`config.mk`:
```
export PLATFORM = sky130hd
export DESIGN_NAME = pc_fetch_unit_flat
export DESIGN_NICKNAME = d
export VERILOG_FILES = /design/src/rtl/pc_fetch_unit_if.sv /design/src/rtl/pc_fetch_unit.sv /design/src/flat_wrapper.sv
export SDC_FILE = /design/constraint.sdc
export NUM_CORES = 1
export LEC_CHECK = 0
export CORE_UTILIZATION = 51
export DETAILED_ROUTE_END_ITERATION = 8
export PLACE_DENSITY = 0.81
export RECOVER_POWER = 50
export SLEW_MARGIN = 0
export SYNTH_ARGS = -nofsm -noshare
export SYNTH_HDL_FRONTEND = slang
export SYNTH_SLANG_ARGS = --single-unit
export TNS_END_PERCENT = 10
```
`constraint.sdc`:
```
create_clock -name clk -period 12.4 [get_ports clk]
set_input_delay 2.48 -clock clk [delete_from_list [all_inputs] [get_ports clk]]
set_output_delay 2.48 -clock clk [all_outputs]
set_load 0.01 [all_outputs]
```
`src/rtl/pc_fetch_unit_if.sv`:
```
// Fetch-unit bundle: branch resolution inputs, instruction-memory request and
// response channels, and the instruction stream toward decode.
interface pc_fetch_unit_if #(
    parameter int XLEN = 32
);
    logic            ResolveValid;
    logic [XLEN-1:0] ResolvePC;
    logic            PCAsrc;
    logic            PCBsrc;
    logic [XLEN-1:0] Imm;
    logic [XLEN-1:0] Rs1;
    logic            ImemReqValid;
    logic            ImemReqReady;
    logic [XLEN-1:0] ImemReqAddr;
    logic            ImemRespValid;
    logic [31:0]     ImemRespData;
    logic            InstValid;
    logic            InstReady;
    logic [31:0]     InstData;
    logic [XLEN-1:0] InstPC;
    logic            MisalignFault;

    // Fetch unit side
    modport master (
        input  ResolveValid, ResolvePC, PCAsrc, PCBsrc, Imm, Rs1,
        input  ImemReqReady, ImemRespValid, ImemRespData, InstReady,
        output ImemReqValid, ImemReqAddr, InstValid, InstData, InstPC, MisalignFault
    );

    // Environment side (branch unit, instruction memory, decode)
    modport slave (
        output ResolveValid, ResolvePC, PCAsrc, PCBsrc, Imm, Rs1,
        output ImemReqReady, ImemRespValid, ImemRespData, InstReady,
        input  ImemReqValid, ImemReqAddr, InstValid, InstData, InstPC, MisalignFault
    );
endinterface

```
`src/rtl/pc_fetch_unit.sv`:
```
// Program counter owner and instruction fetcher. Issues one outstanding
// request at a time, buffers responses in a small FIFO toward decode and
// flushes on a redirect. Stale responses are filtered by an epoch bit that
// flips on every redirect.
module pc_fetch_unit #(
    parameter int              XLEN       = 32,
    parameter logic [XLEN-1:0] RESET_PC   = 32'h0000_0000,
    parameter int              FIFO_DEPTH = 2
) (
    input  logic             clk,
    input  logic             reset,
    pc_fetch_unit_if.master  bus
);
    localparam int AW = $clog2(FIFO_DEPTH);
    localparam int CW = AW + 1;
    localparam logic [XLEN-1:0] PC_STEP = {{(XLEN-3){1'b0}}, 3'b100};
    localparam logic [CW:0]     DEPTH_L = (CW+1)'(FIFO_DEPTH);

    typedef enum logic [1:0] {
        FETCH = 2'd0,
        WAIT  = 2'd1,
        HALT  = 2'd2
    } state_t;

    state_t          state_r;
    logic [XLEN-1:0] pc_r;
    logic [XLEN-1:0] req_addr_r;
    logic            outstanding_r;
    logic            epoch_r;
    logic            req_epoch_r;
    logic            req_valid_r;
    logic            inst_valid_r;
    logic            fault_r;
    logic [AW-1:0]   wr_ptr_r;
    logic [AW-1:0]   rd_ptr_r;
    logic [CW-1:0]   count_r;
    logic [31:0]     fifo_data_r [FIFO_DEPTH];
    logic [XLEN-1:0] fifo_pc_r   [FIFO_DEPTH];

    logic            redirect_s;
    logic            handshake_s;
    logic            resp_s;
    logic            push_s;
    logic            pop_s;
    logic            flush_s;
    logic [XLEN-1:0] base_s;
    logic [XLEN-1:0] sum_s;
    logic [XLEN-1:0] target_s;
    logic            aligned_s;
    state_t          state_nxt_s;
    logic [XLEN-1:0] pc_nxt_s;
    logic            out_nxt_s;
    logic            epoch_nxt_s;
    logic            fault_nxt_s;
    logic [CW-1:0]   count_nxt_s;
    logic [CW:0]     credit_sum_s;
    logic            req_valid_nxt_s;

    assign redirect_s  = bus.ResolveValid && !bus.PCAsrc && (state_r != HALT);
    assign handshake_s = req_valid_r && bus.ImemReqReady;
    assign resp_s      = outstanding_r && bus.ImemRespValid;
    assign push_s      = resp_s && (state_r == WAIT) && (req_epoch_r == epoch_r) && !redirect_s;
    assign pop_s       = inst_valid_r && bus.InstReady && !redirect_s;

    // Redirect target: PC- or rs1-relative, JALR clears bit 0 after the add
    always_comb begin
        if (bus.PCBsrc) begin
            base_s = bus.Rs1;
        end else begin
            base_s = bus.ResolvePC;
        end
        sum_s = base_s + bus.Imm;
        if (bus.PCBsrc) begin
            target_s = {sum_s[XLEN-1:1], 1'b0};
        end else begin
            target_s = sum_s;
        end
        aligned_s = (target_s[1:0] == 2'b00);
    end

    // Next-state, PC, outstanding and epoch; a redirect overrides normal flow
    always_comb begin
        state_nxt_s = state_r;
        pc_nxt_s    = pc_r;
        out_nxt_s   = outstanding_r;
        epoch_nxt_s = epoch_r;
        fault_nxt_s = 1'b0;
        flush_s     = 1'b0;
        case (state_r)
            FETCH: begin
                if (handshake_s) begin
                    out_nxt_s   = 1'b1;
                    pc_nxt_s    = pc_r + PC_STEP;
                    state_nxt_s = WAIT;
                end else begin
                    out_nxt_s   = outstanding_r;
                end
            end
            WAIT: begin
                if (resp_s) begin
                    out_nxt_s   = 1'b0;
                    state_nxt_s = FETCH;
                end else begin
                    state_nxt_s = WAIT;
                end
            end
            HALT: begin
                if (resp_s) begin
                    out_nxt_s = 1'b0;
                end else begin
                    out_nxt_s = outstanding_r;
                end
            end
            default: begin
                state_nxt_s = FETCH;
                out_nxt_s   = 1'b0;
            end
        endcase
        if (redirect_s) begin
            epoch_nxt_s = ~epoch_r;
            flush_s     = 1'b1;
            if (aligned_s) begin
                pc_nxt_s = target_s;
                if (out_nxt_s) begin
                    state_nxt_s = WAIT;
                end else begin
                    state_nxt_s = FETCH;
                end
            end else begin
                fault_nxt_s = 1'b1;
                state_nxt_s = HALT;
            end
        end else begin
            flush_s = 1'b0;
        end
    end

    // Occupancy and request credit: never ask for more than the FIFO can hold
    always_comb begin
        if (flush_s) begin
            count_nxt_s = {CW{1'b0}};
        end else begin
            count_nxt_s = count_r + {{(CW-1){1'b0}}, push_s} - {{(CW-1){1'b0}}, pop_s};
        end
        credit_sum_s    = {1'b0, count_nxt_s} + {{CW{1'b0}}, out_nxt_s};
        req_valid_nxt_s = (state_nxt_s == FETCH) && (credit_sum_s < DEPTH_L);
    end

    // Control state, FIFO pointers and registered outputs
    always_ff @(posedge clk) begin
        if (reset) begin
            state_r       <= FETCH;
            pc_r          <= RESET_PC;
            req_addr_r    <= RESET_PC;
            outstanding_r <= 1'b0;
            epoch_r       <= 1'b0;
            req_epoch_r   <= 1'b1;
            req_valid_r   <= 1'b0;
            inst_valid_r  <= 1'b0;
            fault_r       <= 1'b0;
            wr_ptr_r      <= {AW{1'b0}};
            rd_ptr_r      <= {AW{1'b0}};
            count_r       <= {CW{1'b0}};
        end else begin
            state_r       <= state_nxt_s;
            pc_r          <= pc_nxt_s;
            outstanding_r <= out_nxt_s;
            epoch_r       <= epoch_nxt_s;
            req_valid_r   <= req_valid_nxt_s;
            inst_valid_r  <= (count_nxt_s != {CW{1'b0}});
            fault_r       <= fault_nxt_s;
            count_r       <= count_nxt_s;
            if (handshake_s) begin
                req_epoch_r <= epoch_r;
                req_addr_r  <= pc_r;
            end
            if (flush_s) begin
                wr_ptr_r <= {AW{1'b0}};
                rd_ptr_r <= {AW{1'b0}};
            end else begin
                if (push_s) begin
                    wr_ptr_r <= wr_ptr_r + AW'(1'b1);
                end
                if (pop_s) begin
                    rd_ptr_r <= rd_ptr_r + AW'(1'b1);
                end
            end
        end
    end

    // Instruction buffer storage, written at the tail on an accepted response
    always_ff @(posedge clk) begin
        if (push_s) begin
            fifo_data_r[wr_ptr_r] <= bus.ImemRespData;
            fifo_pc_r[wr_ptr_r]   <= req_addr_r;
        end
    end

    assign bus.ImemReqValid  = req_valid_r;
    assign bus.ImemReqAddr   = pc_r;
    assign bus.InstValid     = inst_valid_r;
    assign bus.InstData      = fifo_data_r[rd_ptr_r];
    assign bus.InstPC        = fifo_pc_r[rd_ptr_r];
    assign bus.MisalignFault = fault_r;
endmodule

```
`src/flat_wrapper.sv`:
```
// flat-port wrapper written by rule: the top's interface ports become plain ports
module pc_fetch_unit_flat 
#(
    parameter int              XLEN       = 32,
    parameter logic [XLEN-1:0] RESET_PC   = 32'h0000_0000,
    parameter int              FIFO_DEPTH = 2
)
  (clk, reset, bus_ResolveValid, bus_ResolvePC, bus_PCAsrc, bus_PCBsrc, bus_Imm, bus_Rs1, bus_ImemReqReady, bus_ImemRespValid, bus_ImemRespData, bus_InstReady, bus_ImemReqValid, bus_ImemReqAddr, bus_InstValid, bus_InstData, bus_InstPC, bus_MisalignFault);
  pc_fetch_unit_if #(.XLEN(XLEN)) bus_i ();
  input  logic clk;
  input  logic reset;
  input wire logic [$bits(bus_i.ResolveValid)-1:0] bus_ResolveValid;
  input wire logic [$bits(bus_i.ResolvePC)-1:0] bus_ResolvePC;
  input wire logic [$bits(bus_i.PCAsrc)-1:0] bus_PCAsrc;
  input wire logic [$bits(bus_i.PCBsrc)-1:0] bus_PCBsrc;
  input wire logic [$bits(bus_i.Imm)-1:0] bus_Imm;
  input wire logic [$bits(bus_i.Rs1)-1:0] bus_Rs1;
  input wire logic [$bits(bus_i.ImemReqReady)-1:0] bus_ImemReqReady;
  input wire logic [$bits(bus_i.ImemRespValid)-1:0] bus_ImemRespValid;
  input wire logic [$bits(bus_i.ImemRespData)-1:0] bus_ImemRespData;
  input wire logic [$bits(bus_i.InstReady)-1:0] bus_InstReady;
  output wire logic [$bits(bus_i.ImemReqValid)-1:0] bus_ImemReqValid;
  output wire logic [$bits(bus_i.ImemReqAddr)-1:0] bus_ImemReqAddr;
  output wire logic [$bits(bus_i.InstValid)-1:0] bus_InstValid;
  output wire logic [$bits(bus_i.InstData)-1:0] bus_InstData;
  output wire logic [$bits(bus_i.InstPC)-1:0] bus_InstPC;
  output wire logic [$bits(bus_i.MisalignFault)-1:0] bus_MisalignFault;
  assign bus_i.ResolveValid = bus_ResolveValid;
  assign bus_i.ResolvePC = bus_ResolvePC;
  assign bus_i.PCAsrc = bus_PCAsrc;
  assign bus_i.PCBsrc = bus_PCBsrc;
  assign bus_i.Imm = bus_Imm;
  assign bus_i.Rs1 = bus_Rs1;
  assign bus_i.ImemReqReady = bus_ImemReqReady;
  assign bus_i.ImemRespValid = bus_ImemRespValid;
  assign bus_i.ImemRespData = bus_ImemRespData;
  assign bus_i.InstReady = bus_InstReady;
  assign bus_ImemReqValid = bus_i.ImemReqValid;
  assign bus_ImemReqAddr = bus_i.ImemReqAddr;
  assign bus_InstValid = bus_i.InstValid;
  assign bus_InstData = bus_i.InstData;
  assign bus_InstPC = bus_i.InstPC;
  assign bus_MisalignFault = bus_i.MisalignFault;
  pc_fetch_unit #(.XLEN(XLEN), .RESET_PC(RESET_PC), .FIFO_DEPTH(FIFO_DEPTH)) u_core (.clk(clk), .reset(reset), .bus(bus_i));
endmodule
```
==> reports/results.ini, run 1 <==
[status]
outcome=complete, but fails checks
violations=max-capacitance violations, max-slew violations

[cts]
clkSlewWorstSetupHoldPaths_ns=0.07
post_cts_buffers=0
postCtsResizedCells=0
clk_path_buf_depth=3
cts_tree=done
insertion_delay_ns=0.48
cts_sinks=205
htree_levels=1
cts_root_buf=clkbuf_16
cts_buffers=19
ctsHoldBuffers=0

[sta]
max_slew_margin_pct=-42.40
grt_setup_unrepaired=false
clock.fmax_mhz=183.1
timing.final.crit_period_ns=5.461
worstMarginPinSlew_ns=2.136
skew_ns=0.008094
hold_viol=0
setup_tns_ns=0
post-route-period-util_pct=44.04
slew_viol_final=103
setup_viol=0

[route]
vias=7378
drc=0
drt_first_iter_violations=357
ant_nets=0
finalWirelength_mm=22.82
post_drt_wl_per_cell_um=16.69
viasPerCell=5.397
firstDrtPassIters=5

[global_routing]
grt_pass1_wl_mm=36.14
grt_max_degree=60
antenna_found_initial=1
track_usage_pct=22.36
grt_pass1_vias=7303
overflow=0

[power]
p_seq_share_pct=47.4
power_density_mw_per_mm2=119.6
clkPwrFrac_pct=37.1
switching_share_pct=23.90
power_leakage_nw=4.751
comb_power_share_pct=15.5
p_sw_uw=377.6
p_int_mw=1.202
vdd_drop_max_mv=0.08194

[setup_path]
crit_required_ns=12.77
slowest_delay_ns=0.62
worstSetupPathType=input port to flop
arrival_ns=5.83
cp_common_cell=nor2_1
crit_fanout=33
crit_chain=clkdlybuf4s50_1 -> buf_4 -> mux2_2 -> ha_1 -> inv_1 -> fa_1 -> o21ai_1 -> nor2_1 -> or2_2 -> nor2_1 -> a211o_1
slowest_stage=nor2_1
cp-start-kind=input port
end_kind=flop

[floorplanning]
chipWidth_um=142.2
io-pin-count=235
start_util_pct=52.86
die_h_um=142.2
row_count=50
core_area_sq_mm=0.01896
dieArea_sq_mm=0.02021

[flow_run]
maxCapViolations=3

[synth]
seq_area_frac_synth_pct=53.74
synth_seq_cells=205
avgSynthCellArea_sq_um=11.51
synth-edff-count=128
synth_ff_type=edfxtp_1
synth.distinct_cells=69
postSynthCellCount=871
yosysWarnings=0
async_flop_share_pct=0
syn_area_sq_mm=0.01002
syn_nets=1046

[finish]
drive_above_1_share_pct=14.01
fill_cells=1415
layout.nets=1268
final_cells=1367
utilization_pct=69.70
syn2layout_area_growth_pct=31.85

[hold_path]
hp-class=flop to flop

[placed_design]
dpl.hpwl_mm=16.23
io_buffers=234
gp_congestion=0.9190
dpl.cell_count=1332

critical path: cells and delay by family:
family,cells,cell delay (ns)
mux,1,0.23
fa+ha+maj,2,0.65
simple gates,3,1.25
buf+inv,3,0.87
compound gates,2,0.35
synthesized netlist by cell type (all sizes together), types with 4 or more instances:
cell | number | area (sq um)
a211oi | 10 | 75.07
a21o | 13 | 97.59
a21oi | 71 | 362.8
a31oi | 4 | 37.53
and2 | 7 | 43.79
and3 | 10 | 62.56
buf | 8 | 38.78
clkbuf | 35 | 132.6
dfxtp | 77 | 1541
edfxtp | 128 | 3844
ha | 38 | 475.5
inv | 13 | 48.80
mux2 | 95 | 1070
nand2 | 108 | 405.4
nand3 | 15 | 80.08
nand4 | 16 | 106.4
nor2 | 37 | 141.4
nor2b | 6 | 45.04
nor3 | 17 | 111.4
o21a | 10 | 75.07
o21ai | 24 | 120.1
o22ai | 18 | 112.6
or2 | 4 | 25.02
xnor2 | 19 | 166.4
xor2 | 39 | 341.6
path summary, 6_finish.rpt:
check	from	end	slack, ns	cells past startpoint
max reg2reg	u_core.state_r[0]$_SDFF_PP0_	u_core.fifo_data_r[0][0]$_DFFE_PP_	9.04	6
max	bus_PCBsrc	u_core.bus.ImemReqAddr[26]$_SDFF_PP0_	6.94	11
min	u_core.req_addr_r[0]$_SDFFE_PP0P_	u_core.fifo_pc_r[0][0]$_DFFE_PP_	0.45	0
min reg2reg	u_core.req_addr_r[0]$_SDFFE_PP0P_	u_core.fifo_pc_r[0][0]$_DFFE_PP_	0.45	0
area by class of cell:
type                    instances  area [sq um]  share of cell area [%]
diodes                          1         2.502                 0.01894
clock buffers                  22         496.7                   3.759
clock inverters                12         138.9                   1.051
inverters                      13         48.80                  0.3693
multi-input cells             610          4417                   33.43
flip-flops and latches        205          5386                   40.77
well taps                     260         325.3                   2.462
repair buffers                244          2397                   18.14
cells in the final DEF, fill, tap and decap left out, types with 14 or more instances in the layout:
cell,instances
clkdlybuf4s50_1,179
edfxtp_1,128
nand2_1,108
mux2_2,95
dfxtp_1,76
a21oi_1,69
dlygate4sd3_1,54
xor2_1,39
ha_1,38
nor2_1,36
o21ai_0,19
xnor2_1,19
clkbuf_16,19
o22ai_1,18
nand4_1,15
nand3_1,14
power groups by stage:
stage / Clock (mW) / Sequential (mW) / Combinational [mW]
final: 0.586 / 0.749 / 0.245
after global routing: 0.619 / 0.750 / 0.271
after detailed placement: 0 / 0.764 / 0.248
after floorplan: 0 / 0.763 / 0.147
after global placement: 0 / 0.764 / 0.245
after CTS: 0.597 / 0.749 / 0.250
cells by family after synthesis:
logic type,count (synthesis),share of synthesized area [%]
AND/OR/NAND/NOR,238,11.55
flip-flops,205,53.74
AO/OA/AOI/OAI,178,11.62
multiplexers,97,10.88
XOR/XNOR,58,5.069
buffers and inverters,56,2.197
adder cells (fa/ha/maj),39,4.944
per-stage QoR:
stage	hold slack (ns)	power (mW)	instance area, sq um	worst slack, ns
finish	0.4523	1.580	13210	6.939
global route	0.4503	1.640	13210	6.702
floorplan	0.4254	0.9099	10020	2.754
CTS	0.4479	1.596	13230	6.911
global placement	0.4302	1.008	12600	6.535
detailed placement	0.4375	1.012	12600	6.407
routing by layer:
layer	wire, um	vias up	GRT usage (%)	share of wire [%]
li1	-	3645	-	-
met2	10990	271	39.60	48
met5	0	-	0	0
met1	9648	3430	28.08	42
met4	396	0	5.659	1.7
met3	1783	32	4.038	7.8
sequential cells by signal, summed over array words and instances, names as in the netlist, 2 cells and up, named ones only:
| register | cells |
|---|---|
| u_core.count_r | 2 |
| u_core.fifo_data_r | 64 |
| u_core.req_addr_r | 32 |
| u_core.bus.ImemReqAddr | 32 |
| u_core.fifo_pc_r | 64 |
| u_core.state_r | 2 |
(Power assumes the default switching activity.)
==> run 2: changes to the inputs <==
clock period = 5.5 ns   (was 12.4 ns; I/O delays follow)
==> reports/results.ini, run 2 (synthesized netlist as in run 1, its figures left out) <==
[finish]
layout.nets=1268  ; unchanged
seq_area_sq_mm=0.005386  ; unchanged
mostFrequentLayoutCells=164 x clkdlybuf4s50_1, 128 x edfxtp_1, 108 x nand2_1
fill_cells=1416  ; +0.071%
num_antenna_cells=0  ; -1
final_cells=1367  ; unchanged
top_regs=u_core.fifo_data_r x64, u_core.fifo_pc_r x64
multi_input_area_sq_mm=0.004417  ; unchanged
final_common_cell=clkdlybuf4s50_1
final_area_sq_mm=0.01329  ; +0.61%
utilization_pct=70.13  ; +0.42 points
drive_above_1_share_pct=14.27  ; +0.26 points
syn2layout_area_growth_pct=32.65

[sta]
skew_ns=0.01851  ; +0.01042 ns
setup_tns_ns=0  ; unchanged
holdWs_ns=0.4495  ; -0.002799 ns
clock.fmax_mhz=240.4
max_slew_margin_pct=-13.53  ; +29 points
grt_setup_unrepaired=false
hold_viol=0  ; unchanged
setup_viol=0  ; unchanged
post-route-period-util_pct=75.62
slew_viol_final=102  ; -0.97%
setup_slack_ns=1.341  ; -5.599 ns
timing.final.crit_period_ns=4.159
worstMarginPinSlew_ns=1.703  ; -0.4330 ns

[power]
comb_power_share_pct=15.0  ; -0.5 points
power_mw=3.690  ; +130%
p_sw_uw=871.0  ; +130%
switching_share_pct=23.61  ; -0.30 points
power_density_mw_per_mm2=277.6  ; +130%
power_leakage_nw=4.847  ; +2.0%
p_int_mw=2.819  ; +130%
p_seq_share_pct=45.8  ; -1.6 points
clkPwrFrac_pct=39.2  ; +2.1 points
vdd_drop_max_mv=0.2143  ; +160%

[cts]
cts_sinks=205  ; unchanged
cts_buffers=20  ; +1
cts_root_buf=clkbuf_16
insertion_delay_ns=0.48  ; about the same
postCtsResizedCells=0  ; unchanged
htree_levels=1  ; unchanged
clk_path_buf_depth=3  ; unchanged
clkSlewWorstSetupHoldPaths_ns=0.06  ; about the same
post_cts_buffers=0  ; unchanged
cts_tree=done
ctsHoldBuffers=0  ; unchanged

[placed_design]
post-place-ws_ns=0.8165  ; -5.590 ns
placed_area_sq_mm=0.01261  ; +0.11%
io_buffers=234  ; unchanged
gp_congestion=0.8737  ; -4.9%
dpl.hpwl_mm=17.19  ; +5.9%
dpl.cell_count=1331  ; -0.075%

[setup_path]
reg2regPathDepth=6  ; unchanged
crit_fanout=24  ; -27%
slowest_stage=clkdlybuf4s50_1
arrival_ns=4.58  ; -1.25 ns
slowest_delay_ns=0.75  ; +0.13 ns
cp.buffers_inverters=2  ; -1
crit_required_ns=5.92  ; -6.85 ns
cp-start-kind=input port
worstReg2RegStart=u_core.state_r[0]$_SDFF_PP0_
crit_chain=clkdlybuf4s50_1 -> buf_4 -> mux2_2 -> ha_1 -> nand4_1 -> nor3_2 -> o2111ai_1 -> nand3_1 -> a221oi_2 -> or4b_1 -> nand3_1
end_kind=flop
crit_family=simple AND/OR/NAND/NOR gates
r2r_slack_ns=2.49  ; -6.55 ns
worstSetupPathType=input port to flop
timing.rr.end=u_core.fifo_data_r[0][17]$_DFFE_PP_
cp_common_cell=nand3_1

[global_routing]
antenna_found_initial=0  ; -1
track_usage_pct=23.15  ; +0.79 points
overflow=0  ; unchanged
grt_max_degree=65  ; +8.3%
grt_pass1_wl_mm=37.14  ; +2.8%
grt_pass1_vias=7314  ; +0.15%
globalRouteMet2Util_pct=39.68  ; +0.077 points
grt_use_met1_pct=30.08  ; +2.0 points
grt_use_met3_pct=4.105  ; +0.067 points
top_usage_layer=met2

[floorplanning]
die_h_um=142.2  ; unchanged
core_area_sq_mm=0.01896  ; unchanged
dieArea_sq_mm=0.02021  ; unchanged
chipWidth_um=142.2  ; unchanged
row_count=50  ; unchanged
io-pin-count=235  ; unchanged
start_util_pct=52.86  ; unchanged

[route]
firstDrtPassIters=6  ; +1
ant_nets=0  ; unchanged
vias=7425  ; +0.64%
post_drt_wl_per_cell_um=17.23  ; +3.2%
finalWirelength_mm=23.56  ; +3.2%
drt_first_iter_violations=438  ; +23%
viasPerCell=5.432  ; +0.64%
drc=0  ; unchanged

[status]
violations=max-capacitance violations, max-slew violations
outcome=complete, but fails checks

[flow_run]
maxCapViolations=2  ; -1

[hold_path]
worstHoldPathCells=0  ; unchanged
holdPathEnd=u_core.fifo_pc_r[0][0]$_DFFE_PP_
hp-class=flop to flop
hp-start=u_core.req_addr_r[0]$_SDFFE_PP0P_

## run 2: cell types whose count changed in the layout (fill, tap and decap cells not counted), moves of 2 or more
| cell | delta |
|---|---|
| dlygate4sd3_1 | +15 |
| clkinv_1 | -2 |
| clkbuf_16 | +2 |
| clkdlybuf4s50_1 | -15 |
## run 2: layout make-up
| type | count | area share (%) |
|---|---|---|
| Clock buffer | 26 | 4.170 |
| Clock inverter | 10 | 1.158 |
| Inverter | 13 | 0.3671 |
| Multi-Input combinational cell | 610 | 33.23 |
| Sequential cell | 205 | 40.52 |
| Tap cell | 260 | 2.447 |
| Timing Repair Buffer | 243 | 18.11 |
## run 2: worst max path at each step
stage	start	to	slack, ns	depth (start not counted)
2_1_floorplan	bus_ResolveValid	u_core.fifo_data_r[0][0]$_DFFE_PP_	1.45	3
5_1_grt	bus_PCBsrc	u_core.bus.ImemReqAddr[28]$_SDFF_PP0_	1.0	11
6_report	bus_PCBsrc	u_core.bus.ImemReqAddr[27]$_SDFF_PP0_	1.34	11
3_5_place_dp	bus_PCBsrc	u_core.bus.ImemReqAddr[28]$_SDFF_PP0_	0.82	11
3_3_place_gp	bus_PCBsrc	u_core.bus.ImemReqAddr[27]$_SDFF_PP0_	0.94	11
4_1_cts	bus_PCBsrc	u_core.bus.ImemReqAddr[27]$_SDFF_PP0_	1.33	11
## run 2: power by group through the flow
stage / sequential (mW) / clock [mW] / combinational [mW]
CTS: 1.69 / 1.47 / 0.567
global route: 1.69 / 1.52 / 0.607
detailed placement: 1.72 / 0 / 0.563
global placement: 1.72 / 0 / 0.560
finish: 1.69 / 1.45 / 0.553
floorplan: 1.72 / 0 / 0.333
## run 2: per-layer routing
metal | wire, um | up-vias
li1 | - | 3666
met1 | 10280 | 3482
met2 | 11230 | 247
met3 | 1625 | 30
met4 | 421 | 0
met5 | 0 | -
